**config.mk**
```make
export PLATFORM = sky130hd
export DESIGN_NAME = plic_claim_arbiter_flat
export DESIGN_NICKNAME = d
export VERILOG_FILES = /design/src/rtl/plic_pkg.sv /design/src/rtl/plic_claim_arbiter_if.sv /design/src/rtl/plic_max_tree.sv /design/src/rtl/plic_claim_arbiter.sv /design/src/flat_wrapper.sv
export SDC_FILE = /design/constraint.sdc
export NUM_CORES = 1
export LEC_CHECK = 0
export BUFFER_PORTS_ARGS = -buffer_cell sky130_fd_sc_hd__buf_2
export CORE_ASPECT_RATIO = 1.75
export CORE_MARGIN = 2
export CORE_UTILIZATION = 48
export CTS_CLUSTER_SIZE = 16
export DETAILED_ROUTE_END_ITERATION = 12
export PLACE_DENSITY = 0.82
export RECOVER_POWER = 25
export SYNTH_ARGS = -nofsm -noshare
export SYNTH_HDL_FRONTEND = slang
export SYNTH_SLANG_ARGS = --single-unit
```
**constraint.sdc**
```tcl
create_clock -name clk -period 7.7 [get_ports clk]
set_input_delay 0.77 -clock clk [delete_from_list [all_inputs] [get_ports clk]]
set_output_delay 0.77 -clock clk [all_outputs]
set_load 0.02 [all_outputs]
```
**src/rtl/plic_pkg.sv**
```systemverilog
// plic_pkg -- shared definitions for the PLIC claim arbiter slice.
//   PRIO_W_DEFAULT : default priority width in bits
//   ADDR_*         : register byte offsets (priority[i] lives at 4*i, i >= 1)
//   reg_sel_e      : decoded register target of a bus access
//   decode_addr()  : maps a byte address to a register target
package plic_pkg;

  localparam int unsigned PRIO_W_DEFAULT = 3;

  localparam logic [6:0] ADDR_PENDING = 7'h40;
  localparam logic [6:0] ADDR_ENABLE  = 7'h44;
  localparam logic [6:0] ADDR_THRESH  = 7'h48;
  localparam logic [6:0] ADDR_CLAIM   = 7'h4C;

  typedef enum logic [2:0] {
    SEL_NONE,
    SEL_PRIO,
    SEL_PENDING,
    SEL_ENABLE,
    SEL_THRESH,
    SEL_CLAIM
  } reg_sel_e;

  // Misaligned addresses and priority slots beyond nsrc decode as unmapped.
  function automatic reg_sel_e decode_addr(input logic [6:0] addr, input int unsigned nsrc);
    reg_sel_e sel;
    sel = SEL_NONE;
    if (addr[1:0] == 2'b00) begin
      case (addr)
        ADDR_PENDING: sel = SEL_PENDING;
        ADDR_ENABLE:  sel = SEL_ENABLE;
        ADDR_THRESH:  sel = SEL_THRESH;
        ADDR_CLAIM:   sel = SEL_CLAIM;
        default: begin
          if ((addr < ADDR_PENDING) && (addr[6:2] != 5'd0) && (32'(addr[6:2]) <= nsrc))
            sel = SEL_PRIO;
        end
      endcase
    end
    return sel;
  endfunction

endpackage

```
**src/rtl/plic_claim_arbiter_if.sv**
```systemverilog
// plic_claim_arbiter_if -- gateway handshake and register bus of the arbiter.
//   gw_valid    : per-source valid from the level gateways (bit i-1 = ID i)
//   gw_ready    : per-source ready back to the gateways
//   gw_complete : per-source one-cycle completion pulse
//   reg_wen/reg_ren/reg_addr/reg_wdata : register access request
//   reg_rdata/reg_rvalid               : registered read response
// Modports: master = bus/gateway side, slave = arbiter.
interface plic_claim_arbiter_if #(
  parameter int unsigned NSRC = 7
);
  logic [NSRC-1:0] gw_valid;
  logic [NSRC-1:0] gw_ready;
  logic [NSRC-1:0] gw_complete;
  logic            reg_wen;
  logic            reg_ren;
  logic [6:0]      reg_addr;
  logic [31:0]     reg_wdata;
  logic [31:0]     reg_rdata;
  logic            reg_rvalid;

  modport master (
    output gw_valid, reg_wen, reg_ren, reg_addr, reg_wdata,
    input  gw_ready, gw_complete, reg_rdata, reg_rvalid
  );

  modport slave (
    input  gw_valid, reg_wen, reg_ren, reg_addr, reg_wdata,
    output gw_ready, gw_complete, reg_rdata, reg_rvalid
  );
endinterface

```
**src/rtl/plic_max_tree.sv**
```systemverilog
// plic_max_tree -- combinational selection of the best eligible source.
//   eligible : per-source eligibility (bit i-1 = ID i)
//   prio     : per-source priority
//   best     : highest-priority eligible ID, lowest ID on ties, 0 if none
module plic_max_tree #(
  parameter int unsigned NSRC   = 7,
  parameter int unsigned PRIO_W = 3,
  parameter int unsigned ID_W   = $clog2(NSRC + 1)
) (
  input  logic [NSRC-1:0]             eligible,
  input  logic [NSRC-1:0][PRIO_W-1:0] prio,
  output logic [ID_W-1:0]             best
);

  logic [PRIO_W-1:0] best_prio;
  logic              found;

  // Scan upward with a strict compare so an equal priority never displaces
  // a lower ID already selected.
  always_comb begin
    best      = '0;
    best_prio = '0;
    found     = 1'b0;
    for (int unsigned i = 0; i < NSRC; i++) begin
      if (eligible[i] && (!found || (prio[i] > best_prio))) begin
        found     = 1'b1;
        best_prio = prio[i];
        best      = ID_W'(i + 1);
      end
    end
  end

endmodule

```
**src/rtl/plic_claim_arbiter.sv**
```systemverilog
// plic_claim_arbiter -- single-context PLIC pending/enable/priority store with
// claim/complete handling.
//   clk   : clock, all state on rising edge
//   reset : asynchronous active-high reset
//   bus   : plic_claim_arbiter_if.slave (gateway handshake + register bus)
//   irq   : registered external interrupt request (best != 0)
// Register map: 4*i priority[i] (i=1..NSRC), 0x40 pending (RO), 0x44 enable,
// 0x48 threshold, 0x4C claim (read) / complete (write).
// Build option: define PLIC_THRESHOLD_EN to make threshold a PRIO_W-bit
// register; otherwise threshold is constant 0 and writes to it are ignored.
module plic_claim_arbiter
  import plic_pkg::*;
#(
  parameter int unsigned NSRC   = 7,
  parameter int unsigned PRIO_W = PRIO_W_DEFAULT
) (
  input  logic                clk,
  input  logic                reset,
  plic_claim_arbiter_if.slave bus,
  output logic                irq
);

  localparam int unsigned ID_W = $clog2(NSRC + 1);

  logic [NSRC-1:0]             pending;
  logic [NSRC-1:0]             enable;
  logic [NSRC-1:0][PRIO_W-1:0] prio;
  logic [PRIO_W-1:0]           threshold;
  logic [NSRC-1:0]             eligible;
  logic [NSRC-1:0]             set_mask;
  logic [NSRC-1:0]             clr_mask;
  logic [NSRC-1:0]             cmp_mask;
  logic [NSRC-1:0]             prio_sel;
  logic [NSRC-1:0]             complete_q;
  logic [ID_W-1:0]             best;
  logic [31:0]                 rdata_n;
  logic [31:0]                 rdata_q;
  logic                        rvalid_q;
  reg_sel_e                    wsel;
  reg_sel_e                    rsel;

  assign wsel = bus.reg_wen ? decode_addr(bus.reg_addr, NSRC) : SEL_NONE;
  assign rsel = bus.reg_ren ? decode_addr(bus.reg_addr, NSRC) : SEL_NONE;

  assign bus.gw_ready    = ~pending;
  assign bus.gw_complete = complete_q;
  assign bus.reg_rdata   = rdata_q;
  assign bus.reg_rvalid  = rvalid_q;

  // A set can never hit the claimed source (its ready is low), so set and
  // clear masks are disjoint and may be applied together.
  assign set_mask = bus.gw_valid & ~pending;

  always_comb begin
    eligible = '0;
    prio_sel = '0;
    clr_mask = '0;
    cmp_mask = '0;
    for (int unsigned i = 0; i < NSRC; i++) begin
      eligible[i] = pending[i] & enable[i] & (prio[i] > threshold);
      prio_sel[i] = (32'(bus.reg_addr[6:2]) == (i + 1));
      if ((rsel == SEL_CLAIM) && (32'(best) == (i + 1)))
        clr_mask[i] = 1'b1;
      if ((wsel == SEL_CLAIM) && (bus.reg_wdata == (i + 1)))
        cmp_mask[i] = 1'b1;
    end
  end

  plic_max_tree #(
    .NSRC   (NSRC),
    .PRIO_W (PRIO_W),
    .ID_W   (ID_W)
  ) u_max_tree (
    .eligible (eligible),
    .prio     (prio),
    .best     (best)
  );

  // Read data is taken from pre-edge state, so a simultaneous write to the
  // same register is seen only by later reads.
  always_comb begin
    rdata_n = '0;
    case (rsel)
      SEL_PRIO: begin
        for (int unsigned i = 0; i < NSRC; i++)
          if (prio_sel[i]) rdata_n = 32'(prio[i]);
      end
      SEL_PENDING: rdata_n = 32'(pending);
      SEL_ENABLE:  rdata_n = 32'(enable);
      SEL_THRESH:  rdata_n = 32'(threshold);
      SEL_CLAIM:   rdata_n = 32'(best);
      default:     rdata_n = '0;
    endcase
  end

  always_ff @(posedge clk or posedge reset) begin
    if (reset) begin
      pending    <= '0;
      enable     <= '0;
      prio       <= '0;
      irq        <= 1'b0;
      rdata_q    <= '0;
      rvalid_q   <= 1'b0;
      complete_q <= '0;
    end else begin
      pending    <= (pending | set_mask) & ~clr_mask;
      irq        <= (best != '0);
      rvalid_q   <= bus.reg_ren;
      complete_q <= cmp_mask;
      if (bus.reg_ren)
        rdata_q <= rdata_n;
      if (wsel == SEL_ENABLE)
        enable <= bus.reg_wdata[NSRC-1:0];
      for (int unsigned i = 0; i < NSRC; i++)
        if ((wsel == SEL_PRIO) && prio_sel[i])
          prio[i] <= bus.reg_wdata[PRIO_W-1:0];
    end
  end

`ifdef PLIC_THRESHOLD_EN
  always_ff @(posedge clk or posedge reset) begin
    if (reset)
      threshold <= '0;
    else if (wsel == SEL_THRESH)
      threshold <= bus.reg_wdata[PRIO_W-1:0];
  end
`else
  assign threshold = '0;
`endif

endmodule

```
**src/flat_wrapper.sv**
```systemverilog
// flat-port wrapper written by rule: the top's interface ports become plain ports
module plic_claim_arbiter_flat import plic_pkg::*;
#(
  parameter int unsigned NSRC   = 7,
  parameter int unsigned PRIO_W = PRIO_W_DEFAULT
)
  (clk, reset, irq, bus_gw_valid, bus_reg_wen, bus_reg_ren, bus_reg_addr, bus_reg_wdata, bus_gw_ready, bus_gw_complete, bus_reg_rdata, bus_reg_rvalid);
  plic_claim_arbiter_if #(.NSRC(NSRC)) bus_i ();
  input  logic clk;
  input  logic reset;
  output logic irq;
  input wire logic [$bits(bus_i.gw_valid)-1:0] bus_gw_valid;
  input wire logic [$bits(bus_i.reg_wen)-1:0] bus_reg_wen;
  input wire logic [$bits(bus_i.reg_ren)-1:0] bus_reg_ren;
  input wire logic [$bits(bus_i.reg_addr)-1:0] bus_reg_addr;
  input wire logic [$bits(bus_i.reg_wdata)-1:0] bus_reg_wdata;
  output wire logic [$bits(bus_i.gw_ready)-1:0] bus_gw_ready;
  output wire logic [$bits(bus_i.gw_complete)-1:0] bus_gw_complete;
  output wire logic [$bits(bus_i.reg_rdata)-1:0] bus_reg_rdata;
  output wire logic [$bits(bus_i.reg_rvalid)-1:0] bus_reg_rvalid;
  assign bus_i.gw_valid = bus_gw_valid;
  assign bus_i.reg_wen = bus_reg_wen;
  assign bus_i.reg_ren = bus_reg_ren;
  assign bus_i.reg_addr = bus_reg_addr;
  assign bus_i.reg_wdata = bus_reg_wdata;
  assign bus_gw_ready = bus_i.gw_ready;
  assign bus_gw_complete = bus_i.gw_complete;
  assign bus_reg_rdata = bus_i.reg_rdata;
  assign bus_reg_rvalid = bus_i.reg_rvalid;
  plic_claim_arbiter #(.NSRC(NSRC), .PRIO_W(PRIO_W)) u_core (.clk(clk), .reset(reset), .bus(bus_i), .irq(irq));
endmodule
```
==> results of run 1 <==
-- state kept, by name, indices dropped and copies added (netlist names) --
register                flops
u_core.pending              7
u_core.bus.reg_rdata        7
u_core.prio                21
u_core.bus.gw_complete      7
u_core.enable               7
u_core.irq                  1
u_core.bus.reg_rvalid       1
-- critical path, delay by kind of cell (launching register included) --
family                   cells  cell delay, ns
multiplexers                 1            0.19
AO/OA/AOI/OAI               21            4.51
adder cells (fa/ha/maj)      6            1.61
AND/OR/NAND/NOR              7            0.79
buffers and inverters        3            0.32
flip-flops                   1            0.44
-- where the power goes --
group / leakage [nW] / internal [mW] / total, mW / switching, mW
registers: 0.665 / 0.278 / 0.295 / 0.0166
clock network: 0.0844 / 0.155 / 0.261 / 0.106
logic: 1.51 / 0.0742 / 0.168 / 0.0938
-- cells in the mapped netlist (all sizes together), types with 2 or more instances --
master  count
ha         18
clkbuf      5
mux2       30
o311ai      7
nor4        9
a211o       2
nand3      13
o221ai      2
buf        33
and3        5
and4        4
nand2      15
mux4        2
a221o       4
o311a       3
a21oi      14
nor2b       8
a22o        2
o21ai      11
a22oi       5
dfrtp      51
a21o        5
nor3       15
a211oi      7
nand4       7
nor3b       2
a221oi      4
o21a        6
mux2i       4
o32a        2
nor4b       2
o22ai       3
inv        23
a31oi       8
nor2       26
-- timing repair --
action / in CTS / in global routing
setup endpoints to repair: 9 / 11
resized for setup: 30 / 14
pin swaps: 25 / 33
hold buffers: 0 / 0
hold endpoints to repair: 0 / 0
setup buffers: 9 / 11
-- final cells by class --
type,count,share of cell area [%]
clock buffers,5,2.62
clock inverters,3,0.996
inverters,23,1.81
multi-input cells,280,50.6
flip-flops and latches,51,26.8
well taps,88,2.31
repair buffers,120,14.9
-- how the worst max path moves through the flow --
stage,from,end,depth (start not counted)
6_report,u_core.pending[0],u_core.pending[3],38
5_1_grt,u_core.pending[0],u_core.pending[3],40
4_1_cts,u_core.pending[0],u_core.pending[3],38
3_5_place_dp,u_core.enable[0],u_core.pending[1],39
3_3_place_gp,u_core.enable[0],u_core.pending[0],39
2_1_floorplan,u_core.pending[0],u_core.pending[1],38
-- layer usage --
layer	routed length (um)	track usage, %	up-vias
met5	0	0	-
met4	948	20.3	0
met3	612	3.72	87
met2	6420	49.9	203
met1	3810	25.9	1738
li1	-	-	1566
-- cell families after synthesis --
| logic type | count (synthesis) | share of synthesized area (%) |
|---|---|---|
| buffers and inverters | 61 | 9.32 |
| and+or+nand+nor | 112 | 17.7 |
| DFF | 51 | 35.2 |
| adders and majority gates | 18 | 6.21 |
| AOI/OAI and AO/OA | 89 | 19.8 |
| muxes | 36 | 11.7 |
| other | 1 | 0.103 |
-- metrics by stage --
| step | worst slack [ns] | cells | total power [mW] | hold slack (ns) | area, um^2 |
|---|---|---|---|---|---|
| after global routing | -0.591 | 570 | 0.744 | 0.536 | 4770 |
| after detailed placement | -0.239 | 542 | 0.434 | 0.502 | 4220 |
| after global placement | -0.0446 | 542 | 0.429 | 0.497 | 4220 |
| after CTS | -0.00573 | 559 | 0.706 | 0.518 | 4630 |
| final | -0.288 | 570 | 0.724 | 0.517 | 4770 |
| after floorplan | 0.0285 | 392 | 0.393 | 0.495 | 3790 |
==> impl_metrics.json, run 1 <==
{
  "status": "finished with violations",
  "grt_setup_unrepaired": "true",
  "cts-root-to-sink-buffers": 2,
  "worst_skew_pair.late_latency_ns": 0.30,
  "die_area_um2": 8290,
  "sequential_cell_area_um2": 1280,
  "route.final.wire_length_um": 11800,
  "reg2reg_depth": 38,
  "achievable-frequency_mhz": 125,
  "cts.sinks": 51,
  "post_synth_num_cell_types": 65,
  "numCtsBuffers": 5,
  "detailedRoute.firstPassIterationCount": 4,
  "globalRoute.totalOverflow": 0,
  "yosysTopAreaCellShare_pct": 35.2,
  "worstSetupEndpointType": "flip-flop",
  "timing.hold.worst_path_depth": 1,
  "start_util_pct": 48.6,
  "floorplan_die_height_um": 119,
  "timing.hold.worst_endpoint": "u_core.bus.reg_rdata[4]",
  "grt_pass1_wl_um": 17700,
  "r2r_start": "u_core.pending[0]",
  "syn-mean-instance-area_um2": 9.85,
  "clk_pin_slew_worst_paths_ns": 0.08,
  "cp-start-kind": "flip-flop",
  "post-route-min-period_ns": 7.99,
  "synth-seq-cells": 51,
  "slowest_delay_ns": 0.44,
  "first_global_vias": 3720,
  "setup.worst_path.class": "reg -> reg",
  "hp-start": "u_core.bus.reg_rdata[4]",
  "layout_setup_ws_ns": -0.288,
  "seq_area_frac_synth_pct": 35.2,
  "finalHoldViolations": 0,
  "diodes": 0,
  "critPathRequiredTime_ns": 7.88,
  "rr_endpoint": "u_core.pending[3]",
  "timing.critical_path.fanout_max": 7,
  "final_cell_mix": "sky130_fd_sc_hd__buf_2 (60), sky130_fd_sc_hd__dfrtp_1 (50), sky130_fd_sc_hd__buf_4 (47)",
  "synth_largest_area_cell": "sky130_fd_sc_hd__dfrtp_1",
  "layout-area-overhead-vs-synth_pct": 31.6,
  "cts_tree": "built",
  "number_of_antenna_violations_at_the_first_check_in_global_routing": 0,
  "peakVddDrop_uv": 121,
  "vias": 3594,
  "ys.warnings.count": 0,
  "period_share_pct": 104,
  "die_width_um": 69.7,
  "postSynth.topFlopCell": "sky130_fd_sc_hd__dfrtp_1",
  "multi_input_logic_area_um2": 2420,
  "layout_cell_share_with_drive_strength_beyond_1_pct": 42.5,
  "finalSetupViolCount": 9,
  "route.detailed.drc": 0,
  "final-max-slew-violation-count": 52,
  "power_density_nw_per_um2": 152,
  "max_slew_margin_pct": -29.7,
  "critical_path_arrival_ns": 8.17,
  "routed_via_density": 6.31,
  "globalRouteTotalUtil_pct": 26.8,
  "layout.cells.most_common": "sky130_fd_sc_hd__buf_2",
  "gp_congestion": 0.873,
  "synth_async_sr_flop_share_pct": 100,
  "synth.top_cells.by_area": "sky130_fd_sc_hd__dfrtp_1 (35%), sky130_fd_sc_hd__mux2_2 (7.5%), sky130_fd_sc_hd__ha_1 (6.2%)",
  "timing.clock.skew_ns": 0.00826,
  "io-pin-count": 98,
  "critical-path-slowest-cell": "sky130_fd_sc_hd__dfrtp_1",
  "finalSetupTns_ns": -2.07,
  "final_core_utilization_pct": 64.0,
  "detailedPlacementHpwl_um": 8200,
  "path_common_cell": "sky130_fd_sc_hd__o21a_1",
  "row_count": 42,
  "violations": "capacitance limit, slew limit, setup timing",
  "syn-cell-area_um2": 3630,
  "cap_violations": 1,
  "synth_cells": 368,
  "worst_hold_path_type": "reg -> reg",
  "grt_max_degree": 52,
  "final.fill_count": 596,
  "synth_enable_flop_cells": 0,
  "nNetsFinal": 549,
  "total_leakage_power_nw": 2.26,
  "placeableCoreArea_um2": 7460,
  "wl_per_cell_um": 20.7,
  "initialDrtViolationCount": 301,
  "tightestPinTransition_ns": 1.94,
  "cts-root-buf": "sky130_fd_sc_hd__clkbuf_16",
  "reg2reg_slack_ns": -0.29,
  "numPortBuffers": 72,
  "ant_nets": 0,
  "h-tree-depth": 2
}
Power figures use the tool's default switching activity.
==> inputs of run 2 (changes only) <==
- CORE_UTILIZATION: 48 -> 53
- PLACE_DENSITY: 0.82 -> 0.78
- clock period: 7.7 -> 8 ns (I/O delays scaled with it)
==> run 2 against run 1 <==
Against the previous run:
- combinational power decreased by 12%
- critical path depth is 1 higher
- worst hold slack gained 0.0067 ns
- sequential power shrank 3%
- worst setup slack improved by 0.44 ns
- clock power is 7% lower
- die area is 9.0% lower
- the run ends with capacitance limit, slew limit left
- largest power group unchanged
- sequential share of layout area rose by 1.1 points
- critical path type unchanged
- design area down 3.5%
==> impl_metrics.json, run 2 (synthesis gave the netlist of run 1 again) <==
{
  "status": "finished with violations",
  "violations": "capacitance limit, slew limit",
  "cp-start-kind": "flip-flop",
  "worst_hold_path_type": "reg -> reg",
  "finalHoldWorstSlack_ns": 0.523,
  "cts_hold_repair.buffers": 0,
  "grt_max_degree": 52,
  "period_share_pct": 98.1,
  "tightestPinTransition_ns": 1.95,
  "slowest_delay_ns": 0.46,
  "finalSetupViolCount": 0,
  "final_cell_count_no_fill": 550,
  "numPortBuffers": 72,
  "cts.sinks": 51,
  "timing.critical_path.max_delay_family": "compound AO/OA/AOI/OAI gates",
  "timing.critical_path.fanout_max": 6,
  "critical-path-slowest-cell": "sky130_fd_sc_hd__dfrtp_2",
  "numCtsBuffers": 5,
  "regMostFlops": "u_core.prio",
  "achievable-frequency_mhz": 127,
  "start_util_pct": 55.0,
  "wl_per_cell_um": 20.1,
  "initialDrtViolationCount": 233,
  "routed_via_density": 6.32,
  "critical_path.n_buffers_inverters": 2,
  "die_area_um2": 7550,
  "vias": 3475,
  "power_mw": 0.678,
  "largest_reg_flops": 21,
  "layout.cells.most_common": "sky130_fd_sc_hd__buf_2",
  "critical_path_arrival_ns": 8.04,
  "setup.worst_path.class": "reg -> reg",
  "die_width_um": 66.5,
  "floorplan_die_height_um": 113,
  "finalHoldViolations": 0,
  "max_slew_margin_pct": -30.3,
  "layout_cell_share_with_drive_strength_beyond_1_pct": 39.7,
  "cts-root-to-sink-buffers": 2,
  "row_count": 39,
  "placement.setup.worst_slack_ns": -0.255,
  "diodes": 0,
  "h-tree-depth": 2,
  "clk_pin_slew_worst_paths_ns": 0.07,
  "route.final.wire_length_um": 11000,
  "worstSetupEndpointType": "flip-flop",
  "timing.hold.worst_path_depth": 1,
  "finalSetupTns_ns": 0,
  "grt_setup_unrepaired": "true",
  "globalRouteTotalUtil_pct": 29.0,
  "io-pin-count": 98,
  "grt_pass1_wl_um": 16400,
  "final_cell_mix": "sky130_fd_sc_hd__buf_2 (63), sky130_fd_sc_hd__dfrtp_1 (47), sky130_fd_sc_hd__buf_4 (34)",
  "worst_skew_pair.late_latency_ns": 0.29,
  "dp.cells": 529,
  "stdcell_area_um2": 4610,
  "first_global_vias": 3439,
  "route.detailed.drc": 0,
  "nNetsFinal": 535,
  "gp_congestion": 0.938,
  "placed_cell_area_um2": 4100,
  "final-max-slew-violation-count": 52,
  "cts_tree": "built",
  "ant_nets": 0,
  "post-route-min-period_ns": 7.85,
  "peakVddDrop_uv": 144,
  "layout_setup_ws_ns": 0.151,
  "reg2reg_depth": 39,
  "cap_violations": 1,
  "total_leakage_power_nw": 2.20,
  "critPathRequiredTime_ns": 8.19,
  "cts-root-buf": "sky130_fd_sc_hd__clkbuf_16",
  "layout-area-overhead-vs-synth_pct": 27.0,
  "path_common_cell": "sky130_fd_sc_hd__o21a_1",
  "placeableCoreArea_um2": 6590,
  "timing.clock.skew_ns": 0.00627,
  "power_density_nw_per_um2": 147,
  "worstSetupPathDepth": 39,
  "final_core_utilization_pct": 69.9,
  "number_of_antenna_violations_at_the_first_check_in_global_routing": 0,
  "detailedRoute.firstPassIterationCount": 4,
  "globalRoute.totalOverflow": 0,
  "detailedPlacementHpwl_um": 8160
}
-- run 2: layout make-up --
cell class                      count  area (um^2)
Clock buffer                        5          125
Clock inverter                      3         43.8
Fill cell                         507         1980
Inverter                           23         86.3
Multi-Input combinational cell    280         2360
Sequential cell                    51         1280
Tap cell                           82          103
Timing Repair Buffer              106          604
-- run 2: worst reg2reg max path: cells and delay by family (launching register included) --
family,cells,cell delay [ns]
mux,1,0.19
buf+inv,2,0.27
flops,1,0.46
simple gates,10,1.53
fa+ha+maj,6,1.66
compound gates,20,3.66
-- run 2: final timing paths --
| kind | start | endpoint | slack (ns) |
|---|---|---|---|
| setup / recovery | u_core.enable[0] | u_core.bus.reg_rdata[1] | 0.15 |
| hold / removal | u_core.bus.reg_rdata[6] | u_core.bus.reg_rdata[6] | 0.52 |
| setup reg to reg | u_core.enable[0] | u_core.bus.reg_rdata[1] | 0.15 |
| hold reg to reg | u_core.bus.reg_rdata[6] | u_core.bus.reg_rdata[6] | 0.52 |
| max in group asynchronous | reset | u_core.pending[0] | 5.58 |
| min in group asynchronous | reset | u_core.bus.gw_complete[6] | 1.14 |
-- run 2: what timing repair did --
action,CTS,global route
resized for setup,10,34
pin swaps,4,31
endpoints found under the setup margin,8,11
setup buffers,1,12
-- run 2: metal layers --
metal,part of all wire [%],track usage [%]
met2,57,54.5
met1,32,28.8
met3,4.5,4.04
met4,6.5,17.0
met5,0,0
-- run 2: where the power goes --
part / internal, mW / switching, mW / total [mW]
clock: 0.148 / 0.0966 / 0.244
sequential: 0.268 / 0.0175 / 0.286
combinational: 0.0642 / 0.0839 / 0.148
